<file path="config.mk">
export PLATFORM = sky130hd
export DESIGN_NAME = fetch_pc_ctrl
export DESIGN_NICKNAME = d
export VERILOG_FILES = /design/src/rtl/fetch_pc_ctrl_pkg.sv /design/src/rtl/fetch_pc_ctrl.sv
export SDC_FILE = /design/constraint.sdc
export NUM_CORES = 1
export LEC_CHECK = 0
export ABC_AREA = 1
export BUFFER_PORTS_ARGS = -buffer_cell sky130_fd_sc_hd__buf_2
export CORE_MARGIN = 1
export CORE_UTILIZATION = 27
export DETAILED_ROUTE_END_ITERATION = 10
export PLACE_DENSITY = 0.57
export SYNTH_ARGS = -nofsm -noshare
export SYNTH_HDL_FRONTEND = slang
export SYNTH_SLANG_ARGS = --single-unit
</file>
<file path="constraint.sdc">
create_clock -name clk -period 2.05 [get_ports clk]
set_clock_uncertainty 0.1 [all_clocks]
set_input_delay 0 -clock clk [delete_from_list [all_inputs] [get_ports clk]]
set_output_delay 0 -clock clk [all_outputs]
set_load 0.02 [all_outputs]
</file>
<file path="src/rtl/fetch_pc_ctrl_pkg.sv">
// Shared definitions for the fetch-side PC controller and the branch decision
// logic that drives it: pc_src encodings, controller states and redirect decode.
package fetch_pc_ctrl_pkg;

  // pc_src encodings. 2'b11 is unused and behaves as PCSRC_NORM.
  localparam logic [1:0] PCSRC_NORM  = 2'b00;
  localparam logic [1:0] PCSRC_FW    = 2'b01;
  localparam logic [1:0] PCSRC_DATAB = 2'b10;

  // Controller states.
  typedef enum logic [1:0] {
    ST_RST_VEC  = 2'd0,  // waiting for the reset vector on the data bus
    ST_RUN      = 2'd1,  // normal sequential fetch
    ST_RET_WAIT = 2'd2,  // waiting for a RET/RTI return address
    ST_INT_VEC  = 2'd3   // waiting for the interrupt vector
  } fetch_state_e;

  // Kind of redirect requested by the branch decision in the current cycle.
  typedef enum logic [1:0] {
    REDIR_NONE  = 2'd0,
    REDIR_FW    = 2'd1,
    REDIR_DATAB = 2'd2
  } redir_e;

  // A redirect needs b_take. DataB with b_take low is the branch decision's
  // default encoding, and 2'b11 is unused, so both of those decode to none.
  function automatic redir_e decode_redir(input logic b_take, input logic [1:0] pc_src);
    redir_e r;
    r = REDIR_NONE;
    if (b_take) begin
      if (pc_src == PCSRC_FW)         r = REDIR_FW;
      else if (pc_src == PCSRC_DATAB) r = REDIR_DATAB;
    end
    return r;
  endfunction

endpackage

</file>
<file path="src/rtl/fetch_pc_ctrl.sv">
// Fetch-side program-counter controller. It owns the PC, loads the reset and
// interrupt vectors from the data bus, and applies taken-branch redirects.
// It also generates the flush and hold controls for the front-end stages.
module fetch_pc_ctrl
  import fetch_pc_ctrl_pkg::*;
#(
  parameter int              ADDR_W       = 8,
  parameter logic [ADDR_W-1:0] RST_VEC_ADDR = ADDR_W'(8'h00),
  parameter logic [ADDR_W-1:0] INT_VEC_ADDR = ADDR_W'(8'h01)
) (
  input  logic              clk,
  input  logic              rst,
  input  logic              b_take,
  input  logic [1:0]        pc_src,
  input  logic [ADDR_W-1:0] fw_target,
  input  logic [ADDR_W-1:0] datab_data,
  input  logic              datab_valid,
  input  logic              stall,
  input  logic              fetch_len,
  input  logic              intr,
  output logic [ADDR_W-1:0] pc,
  output logic              vec_rd_req,
  output logic [ADDR_W-1:0] vec_rd_addr,
  output logic              flush,
  output logic              hold,
  output logic              int_ack,
  output logic [ADDR_W-1:0] int_ret_pc
);

  fetch_state_e      state, state_nx;
  logic [ADDR_W-1:0] pc_nx;
  logic [ADDR_W-1:0] int_ret_pc_nx;
  logic              flush_nx;
  logic              int_ack_nx;
  redir_e            redir;
  logic [ADDR_W-1:0] pc_seq;

  // Redirect request for this cycle; only acted on while in RUN.
  assign redir = decode_redir(b_take, pc_src);

  // Sequential next address; wraps modulo 2^ADDR_W by truncation.
  assign pc_seq = pc + (fetch_len ? ADDR_W'(2) : ADDR_W'(1));

  // State register and registered outputs; rst wins over any datab_valid.
  // NOTE: registers use non-blocking assignments so every flop samples the
  // pre-edge values; blocking here would create order-dependent simulation.
  always_ff @(posedge clk) begin
    if (rst) begin
      state      <= ST_RST_VEC;
      pc         <= '0;
      flush      <= 1'b0;
      int_ack    <= 1'b0;
      int_ret_pc <= '0;
    end else begin
      state      <= state_nx;
      pc         <= pc_nx;
      flush      <= flush_nx;
      int_ack    <= int_ack_nx;
      int_ret_pc <= int_ret_pc_nx;
    end
  end

  // Next-state and next-PC selection; RUN cases are in strict priority order.
  // NOTE: every signal gets a default before the case, so no path through the
  // block leaves a value unassigned and no latch is inferred.
  always_comb begin
    state_nx      = state;
    pc_nx         = pc;
    int_ret_pc_nx = int_ret_pc;
    flush_nx      = 1'b0;
    int_ack_nx    = 1'b0;

    unique case (state)
      ST_RST_VEC, ST_RET_WAIT, ST_INT_VEC: begin
        // Waiting on the data bus. Branch, stall and interrupt are ignored here.
        if (datab_valid) begin
          pc_nx    = datab_data;
          state_nx = ST_RUN;
        end
      end

      ST_RUN: begin
        if (redir == REDIR_FW) begin
          pc_nx    = fw_target;
          flush_nx = 1'b1;
        end else if (redir == REDIR_DATAB) begin
          flush_nx = 1'b1;
          if (datab_valid) pc_nx    = datab_data;
          else             state_nx = ST_RET_WAIT;
        end else if (stall) begin
          pc_nx = pc;
        end else if (intr) begin
          // The PC being fetched is the return point of the interrupt.
          int_ret_pc_nx = pc;
          int_ack_nx    = 1'b1;
          flush_nx      = 1'b1;
          state_nx      = ST_INT_VEC;
        end else begin
          pc_nx = pc_seq;
        end
      end

      default: begin
        state_nx = ST_RST_VEC;
      end
    endcase
  end

  // Front-end controls decoded directly from the state.
  assign hold        = (state != ST_RUN);
  assign vec_rd_req  = (state == ST_RST_VEC) || (state == ST_INT_VEC);
  assign vec_rd_addr = (state == ST_INT_VEC) ? INT_VEC_ADDR : RST_VEC_ADDR;

endmodule

</file>
After elaboration in Yosys (flattened, before gate mapping)

Index checks and enable logic that the tools add are counted.

Bits in registers: 20
Word-level logic and storage cells: 55
Memories: 0
Bits in writable memories: 0
Output and inout bits: 28
Latch bits: 0
ROM bits: 0

Add/sub/neg operators: 1
Reductions and logical operators: 8
Bitwise operators: 4
Multiplexer cells: 22
Div/mod/pow operators: 0
Shift operators: 0
Equal/unequal tests: 15
Magnitude comparators: 0
Multipliers: 0

Operator list:

| operator                                            | number |
|---|---|
| two-way mux 8 bit                                   | 5 |
| two-way mux 2 bit                                   | 10 |
| case mux 8 bit (2 select lines)                     | 1 |
| AND reduction 5 bit                                 | 2 |
| != test 3 bit, second input constant                | 3 |
| adder 8 x 2 -> 8 bit                                | 1 |
| equality test 2 bit, second input constant          | 4 |
| != test 4 bit, second input constant                | 2 |
| equality test 2 x 1 -> 1 bit, second input constant | 3 |
| two-way mux 1 bit                                   | 5 |
| != test 2 bit, second input constant                | 2 |
| inverter 1 bit                                      | 4 |
| case mux 2 bit (2 select lines)                     | 1 |
| OR reduction 4 bit                                  | 1 |
| OR reduction 3 bit                                  | 1 |
| logical NOT 2 bit                                   | 1 |
| != test 2 x 1 -> 1 bit, second input constant       | 1 |
| AND reduction 2 bit                                 | 1 |
| OR reduction 2 bit                                  | 1 |
| logical OR 1 bit                                    | 1 |

Depth between registers and ports, before layout

Gate-level depths: netlist of run 1.

Depth after elaboration: 8
Mapped depth: 11
Mapped depth without buffers: 11

Worst setup path before layout of run 1

No wires, ideal clock.

Path type: register -> register
Start point: register pc[0]
End point: register pc[6]
Cell stages (with the launch flop): 10
Required time: 1832 ps
Setup time: 118 ps
Arrival: 1593 ps
Slack: 239 ps
Path buffers: 0
Path through: dfxtp_1 ha_1 inv_1 fa_1 inv_1 nand3_1 o21ai_0 nand3_1 nand2_1 a21oi_1

Longest elaborated chain between the ends: 6

Ends and longest elaborated chain:

| item                            | line                | source |
|---|---|---|
| start: declaration              | fetch_pc_ctrl.sv:21 | `output logic [ADDR_W-1:0] pc,` |
| start signal: assignment        | fetch_pc_ctrl.sv:56 | `pc <= pc_nx;` |
| adder 8 x 2 -> 8 bit            | fetch_pc_ctrl.sv:42 | `assign pc_seq = pc + (fetch_len ? ADDR_W'(2) : ADDR_W'(1));` |
| two-way mux 8 bit               | fetch_pc_ctrl.sv:92 | `end else if (intr) begin` |
| two-way mux 8 bit               | fetch_pc_ctrl.sv:90 | `end else if (stall) begin` |
| two-way mux 8 bit               | fetch_pc_ctrl.sv:86 | `end else if (redir == REDIR_DATAB) begin` |
| two-way mux 8 bit               | fetch_pc_ctrl.sv:83 | `if (redir == REDIR_FW) begin` |
| case mux 8 bit (2 select lines) | fetch_pc_ctrl.sv:73 | `unique case (state)` |

Every way passes these cells. The select of a mux whose other input is x is not followed.
A chain may end at the register's enable or synchronous reset.

Worst setup path after layout of run 1

Same ends and word-level chain as after synthesis.

==> flow_metrics.py, run 1 <==
metrics = {
    "place": {
        "dpl.hpwl_um": 3010,
        "placed_cells": 330,
        "place_congestion": 0.841,
        "io_buffers": 45,
    },
    "drt": {
        "wl_um": 3900,
        "viasPerCell": 4.44,
        "drc": 0,
        "wl_per_cell_um": 11.5,
        "first_iter_violations": 60,
        "firstDrtPassIters": 4,
        "postRouteAntennaNets": 0,
        "vias": 1502,
    },
    "power_and_ir_drop": {
        "share_seq_of_total_power_pct": 41.4,
        "power.density_nw_per_um2": 643,
        "power_frac_clock_pct": 23.0,
        "p_sw_share_pct": 38.7,
        "p_leak_nw": 0.936,
        "p_int_w": 0.000707,
        "p_comb_share_pct": 35.7,
        "p_sw_w": 0.000446,
        "irDropWorstVdd_v": 0.000311,
    },
    "final_layout": {
        "nets": 303,
        "drive_gt1_share_pct": 23.5,
        "stdcell_count": 338,
        "nFillCells": 596,
        "diodes": 0,
        "synthToLayoutAreaGrowth_pct": 25.1,
    },
    "yosys": {
        "synthFlopType": "dfxtp_1",
        "synth.distinct_cells": 28,
        "ys_seq_area_share_pct": 27.9,
        "synth_compound_area_share_pct": 19.8,
        "yosys.area_share.adder_pct": 7.51,
        "synthTopCellsByArea": "dfxtp_1 (28%), nand2_1 (13%), inv_1 (8.1%), a21oi_1 (7.3%), nand3_1 (7.0%)",
        "synth_top_area_cell": "dfxtp_1",
        "synthXorXnorAreaFrac_pct": 0,
        "netlist.area_leader.share_pct": 27.9,
        "synth.most_common_cell": "nand2_1",
        "async_flop_share_pct": 0,
        "synth_top_family_by_area": "simple AND/OR/NAND/NOR gates",
        "synth_area_sq_um": 1430,
        "ys_warn_count": 0,
        "avgSynthCellArea_sq_um": 6.60,
        "synth_common_cells": "nand2_1 (49), inv_1 (31), a21oi_1 (21)",
        "synth_cells": 217,
        "muxShareOfSynthArea_pct": 0,
        "synth_edf_count": 0,
        "synth-simple-area-share_pct": 28.7,
        "ys_ff_latch": 20,
    },
    "sta": {
        "maxSlewViolCount": 0,
        "finalSetupViolCount": 0,
        "tns_ns": 0,
        "period_needed_ns": 1.81,
        "max_slew_margin_pct": 63.5,
        "max_freq_ghz": 0.552,
        "period_share_pct": 88.3,
        "hold_violations": 0,
        "worstMarginPinSlew_ns": 0.547,
        "rsz0062_at_grt": "no",
    },
    "cts": {
        "cts_tree": "built",
        "insertion_delay_ns": 0.26,
        "root_buffer": "clkbuf_8",
        "htree_num_levels": 1,
        "cts_buffers": 3,
        "clockBufferDepth": 2,
        "ctsResizeCount": 0,
        "cts.sinks": 20,
        "clk_pin_slew_ns": 0.08,
    },
    "setup_path": {
        "cp.arrival_ns": 1.86,
        "crit_path_max_fanout": 5,
        "endpoint_kind": "register",
        "worstSetupStartpointType": "register",
        "cp.required_ns": 2.10,
        "worstSetupPathType": "reg -> reg",
    },
    "outcome": {
        "status": "finished clean",
    },
    "global_route": {
        "grt_pass1_vias": 1401,
        "grt_pass1_wl_um": 6380,
        "grtUsageTotal_pct": 15.1,
        "antenna_found_initial": 0,
        "grt_overflow_total": 0,
        "grt_start_max_net_pins": 19,
    },
    "floorplanning": {
        "coreArea_sq_um": 5110,
        "die_h_um": 74.8,
        "num_rows": 26,
        "die_area_sq_um": 5600,
        "io_pins": 53,
        "initial_core_util_pct": 28.0,
        "die_x_um": 74.8,
    },
    "run": {
        "drv_cap": 0,
    },
    "worst_hold_path": {
        "hold_class": "in -> reg",
    },
}
-- cell families after synthesis --
family / after synthesis
buffers and inverters: 46
AND/OR/NAND/NOR: 92
adder cells (fa/ha/maj): 8
AO/OA/AOI/OAI: 50
other: 1
flip-flops: 20
-- what timing repair did --
action                    4_1_cts  5_1_grt
hold buffers                    5        0
setup buffers                   0        0
hold endpoints to repair        5        0
-- placed cells by master (no fill, tap or decap), types with 3 or more instances in the layout --
| cell type | instances |
|---|---|
| inv_2 | 3 |
| buf_2 | 45 |
| o21ai_1 | 9 |
| nor2_1 | 16 |
| o21ai_0 | 14 |
| inv_1 | 31 |
| buf_4 | 4 |
| nand2_1 | 49 |
| dlygate4sd3_1 | 5 |
| a21oi_1 | 21 |
| ha_1 | 7 |
| dfxtp_1 | 20 |
| nand3_1 | 20 |
| clkbuf_8 | 3 |
| conb_1 | 7 |
-- layer usage --
metal | vias up | track usage [%] | wire length (um)
li1 | 787 | - | -
met2 | 50 | 23.7 | 1720
met1 | 658 | 20.3 | 1840
met4 | 0 | 6.50 | 80
met3 | 7 | 2.54 | 258
met5 | - | 0 | 0
-- stage by stage --
step	total power [W]	worst slack [ns]	utilization, %	hold slack, ns	cell area [sq um]
floorplan	0.000778	0.239	-	-0.0279	1460
global placement	0.000890	0.266	33.3	0.101	1700
detailed placement	0.000890	0.251	33.3	0.0993	1700
CTS	0.00116	0.244	35.1	0.00304	1790
global route	0.00123	0.0410	35.1	0.0305	1790
finish	0.00115	0.240	35.1	0.00273	1790
-- path summary, 6_finish.rpt --
kind	from	to	slack, ns	cells after the start
min reg2reg	state[0]	state[0]	0.38	2
max	pc[0]	pc[6]	0.24	9
max reg2reg	pc[0]	pc[6]	0.24	9
min	fw_target[2]	pc[2]	0.003	5
-- power by group through the flow --
| stage | registers, W | clock network (W) | logic [W] |
|---|---|---|---|
| floorplan | 0.000514 | 0 | 0.000264 |
| global placement | 0.000485 | 0 | 0.000404 |
| detailed placement | 0.000485 | 0 | 0.000405 |
| CTS | 0.000476 | 0.000271 | 0.000414 |
| global route | 0.000485 | 0.000285 | 0.000466 |
| finish | 0.000477 | 0.000265 | 0.000411 |
-- worst max-delay path, cell delays in order, from the launching register on --
cell,delay (ns)
dfxtp_1,0.40
ha_1,0.19
inv_1,0.05
fa_1,0.41
inv_1,0.09
nand3_1,0.08
o21ai_0,0.17
nand3_1,0.09
nand2_1,0.07
a21oi_1,0.05
-- state kept, by name (all words and copies together) (netlist names) --
signal and flops:
pc 8, state 2, flush 1, int_ret_pc 8, int_ack 1
-- layout make-up --
| cell class | count | area [sq um] | share of cell area, % |
|---|---|---|---|
| Clock buffer | 3 | 41.3 | 2.30 |
| Inverter | 34 | 128 | 7.12 |
| Multi-Input combinational cell | 157 | 830 | 46.3 |
| Sequential cell | 20 | 400 | 22.3 |
| Tap cell | 70 | 87.6 | 4.89 |
| Timing Repair Buffer | 54 | 305 | 17.0 |
(Power assumes the default switching activity.)
==> run 2: changes to the inputs <==
--- a/config.mk
+++ b/config.mk
@@ -10,6 +10,7 @@
 export CORE_MARGIN = 1
 export CORE_UTILIZATION = 27
 export DETAILED_ROUTE_END_ITERATION = 10
+export MAX_ROUTING_LAYER = met4
 export PLACE_DENSITY = 0.57
 export SYNTH_ARGS = -nofsm -noshare
 export SYNTH_HDL_FRONTEND = slang
==> flow_metrics.py, run 2 (same netlist as run 1, synthesis figures left out) <==
metrics = {
    "sta": {
        "maxSlewViolCount": 0,
        "worstMarginPinSlew_ns": 0.543,
        "rsz0062_at_grt": "no",
        "fin_ws_ns": 0.241,
        "tns_ns": 0,
        "period_needed_ns": 1.81,
        "hold_slack_ns": 0.00465,
        "max_freq_ghz": 0.553,
        "finalSetupViolCount": 0,
        "hold_violations": 0,
        "period_share_pct": 88.3,
        "max_slew_margin_pct": 63.8,
    },
    "place": {
        "io_buffers": 45,
        "dpl.hpwl_um": 3010,
        "placed_cells": 330,
        "place_congestion": 0.854,
        "pre_cts_ws_ns": 0.251,
    },
    "setup_path": {
        "slowest_delay_ns": 0.41,
        "cp_slowest_cell": "fa_1",
        "endpoint_kind": "register",
        "r2r_cells": 9,
        "cp.required_ns": 2.10,
        "crit_path_max_fanout": 5,
        "crit_chain": "ha_1, inv_1, fa_1, inv_1, nand3_1, o21ai_0, nand3_1, nand2_1, a21oi_1",
        "cp.arrival_ns": 1.86,
        "worstSetupStartpointType": "register",
        "worstSetupPathType": "reg -> reg",
        "ff2ff_setup_slack_ns": 0.24,
        "r2r-start": "pc[0]",
        "r2r_end": "pc[6]",
    },
    "cts": {
        "insertion_delay_ns": 0.26,
        "htree_num_levels": 1,
        "cts_tree": "built",
        "clk_pin_slew_ns": 0.08,
        "clockBufferDepth": 2,
        "cts_buffers": 3,
        "cts_setup_buffers": 0,
        "cts.sinks": 20,
        "root_buffer": "clkbuf_8",
    },
    "worst_hold_path": {
        "whs_path_depth": 5,
        "min-delay-start": "fw_target[2]",
        "whs_endpoint": "pc[2]",
        "hold_class": "in -> reg",
    },
    "power_and_ir_drop": {
        "p_int_w": 0.000707,
        "p_comb_share_pct": 35.7,
        "power.density_nw_per_um2": 643,
        "p_sw_w": 0.000445,
        "irDropWorstVdd_v": 0.000311,
        "p_leak_nw": 0.936,
        "share_seq_of_total_power_pct": 41.4,
        "power_frac_clock_pct": 23.0,
        "p_sw_share_pct": 38.6,
    },
    "final_layout": {
        "layout_common_cells": "nand2_1 (49), buf_2 (45), inv_1 (31)",
        "diodes": 0,
        "drive_gt1_share_pct": 23.5,
        "layout_commonest_cell": "nand2_1",
        "nFillCells": 596,
        "fin_util_pct": 35.1,
        "stdcell_count": 338,
        "synthToLayoutAreaGrowth_pct": 25.1,
        "nets": 303,
        "top_regs": "int_ret_pc x8, pc x8, state x2",
    },
    "floorplanning": {
        "num_rows": 26,
        "die_area_sq_um": 5600,
        "coreArea_sq_um": 5110,
        "die_x_um": 74.8,
        "io_pins": 53,
        "die_h_um": 74.8,
        "initial_core_util_pct": 28.0,
    },
    "global_route": {
        "grtUsageTotal_pct": 15.6,
        "antenna_found_initial": 0,
        "grt_start_max_net_pins": 19,
        "grt_pass1_vias": 1399,
        "grt_overflow_total": 0,
        "grt_pass1_wl_um": 6400,
    },
    "drt": {
        "drc": 0,
        "firstDrtPassIters": 4,
        "wl_per_cell_um": 11.5,
        "viasPerCell": 4.48,
        "first_iter_violations": 65,
        "vias": 1515,
        "wl_um": 3900,
        "postRouteAntennaNets": 0,
    },
    "run": {
        "drv_cap": 0,
    },
    "outcome": {
        "status": "finished clean",
    },
}
## run 2: cell counts in the layout (fill, tap and decap cells not counted)
Identical to the previous run, type by type.
## run 2: what timing repair did
item / 4_1_cts / 5_1_grt
hold endpoints to repair: 5 / 0
hold buffers: 5 / 0
gates resized for setup: 0 / 0
endpoints found under the setup margin: 0 / 0
## run 2: worst max-delay path, delay by kind of cell (launching register included)
family	cells	cell delay, ns
AND/OR/NAND/NOR	3	0.24
AO/OA/AOI/OAI	2	0.22
buffers and inverters	2	0.14
flip-flops	1	0.40
adder cells (fa/ha/maj)	2	0.60
## run 2: metrics by stage
step / total power, W / instance area, sq um
finish: 0.00115 / 1790
global route: 0.00123 / 1790
CTS: 0.00116 / 1790
detailed placement: 0.000890 / 1700
global placement: 0.000890 / 1700
floorplan: 0.000778 / 1460
## run 2: worst max-delay path by stage
stage	startpoint	slack [ns]	endpoint
after floorplan	pc[0]	0.24	pc[6]
after global placement	pc[0]	0.27	pc[6]
after detailed placement	pc[0]	0.25	pc[6]
after CTS	state[1]	0.24	pc[1]
after global routing	pc[0]	0.04	pc[6]
final	pc[0]	0.24	pc[6]
## run 2: power groups by stage
stage	sequential, W	combinational, W	clock [W]
finish	0.000477	0.000411	0.000265
global route	0.000485	0.000465	0.000285
CTS	0.000476	0.000414	0.000271
detailed placement	0.000485	0.000405	0
global placement	0.000485	0.000404	0
floorplan	0.000514	0.000264	0
## run 2: layout make-up
| class | instances | area, sq um | area share [%] |
|---|---|---|---|
| multi-input combinational | 157 | 830 | 46.3 |
| sequential | 20 | 400 | 22.3 |
| timing repair buffer | 54 | 305 | 17.0 |
| inverter | 34 | 128 | 7.12 |
| tap | 70 | 87.6 | 4.89 |
| clock buffer | 3 | 41.3 | 2.30 |
## run 2: per-layer routing
layer | up-vias | wire length, um | global-route usage (%)
met2 | 56 | 1720 | 23.9
met3 | 7 | 250 | 2.01
met5 | - | 0 | -
li1 | 788 | - | -
met1 | 664 | 1840 | 20.5
met4 | 0 | 82 | 6.50
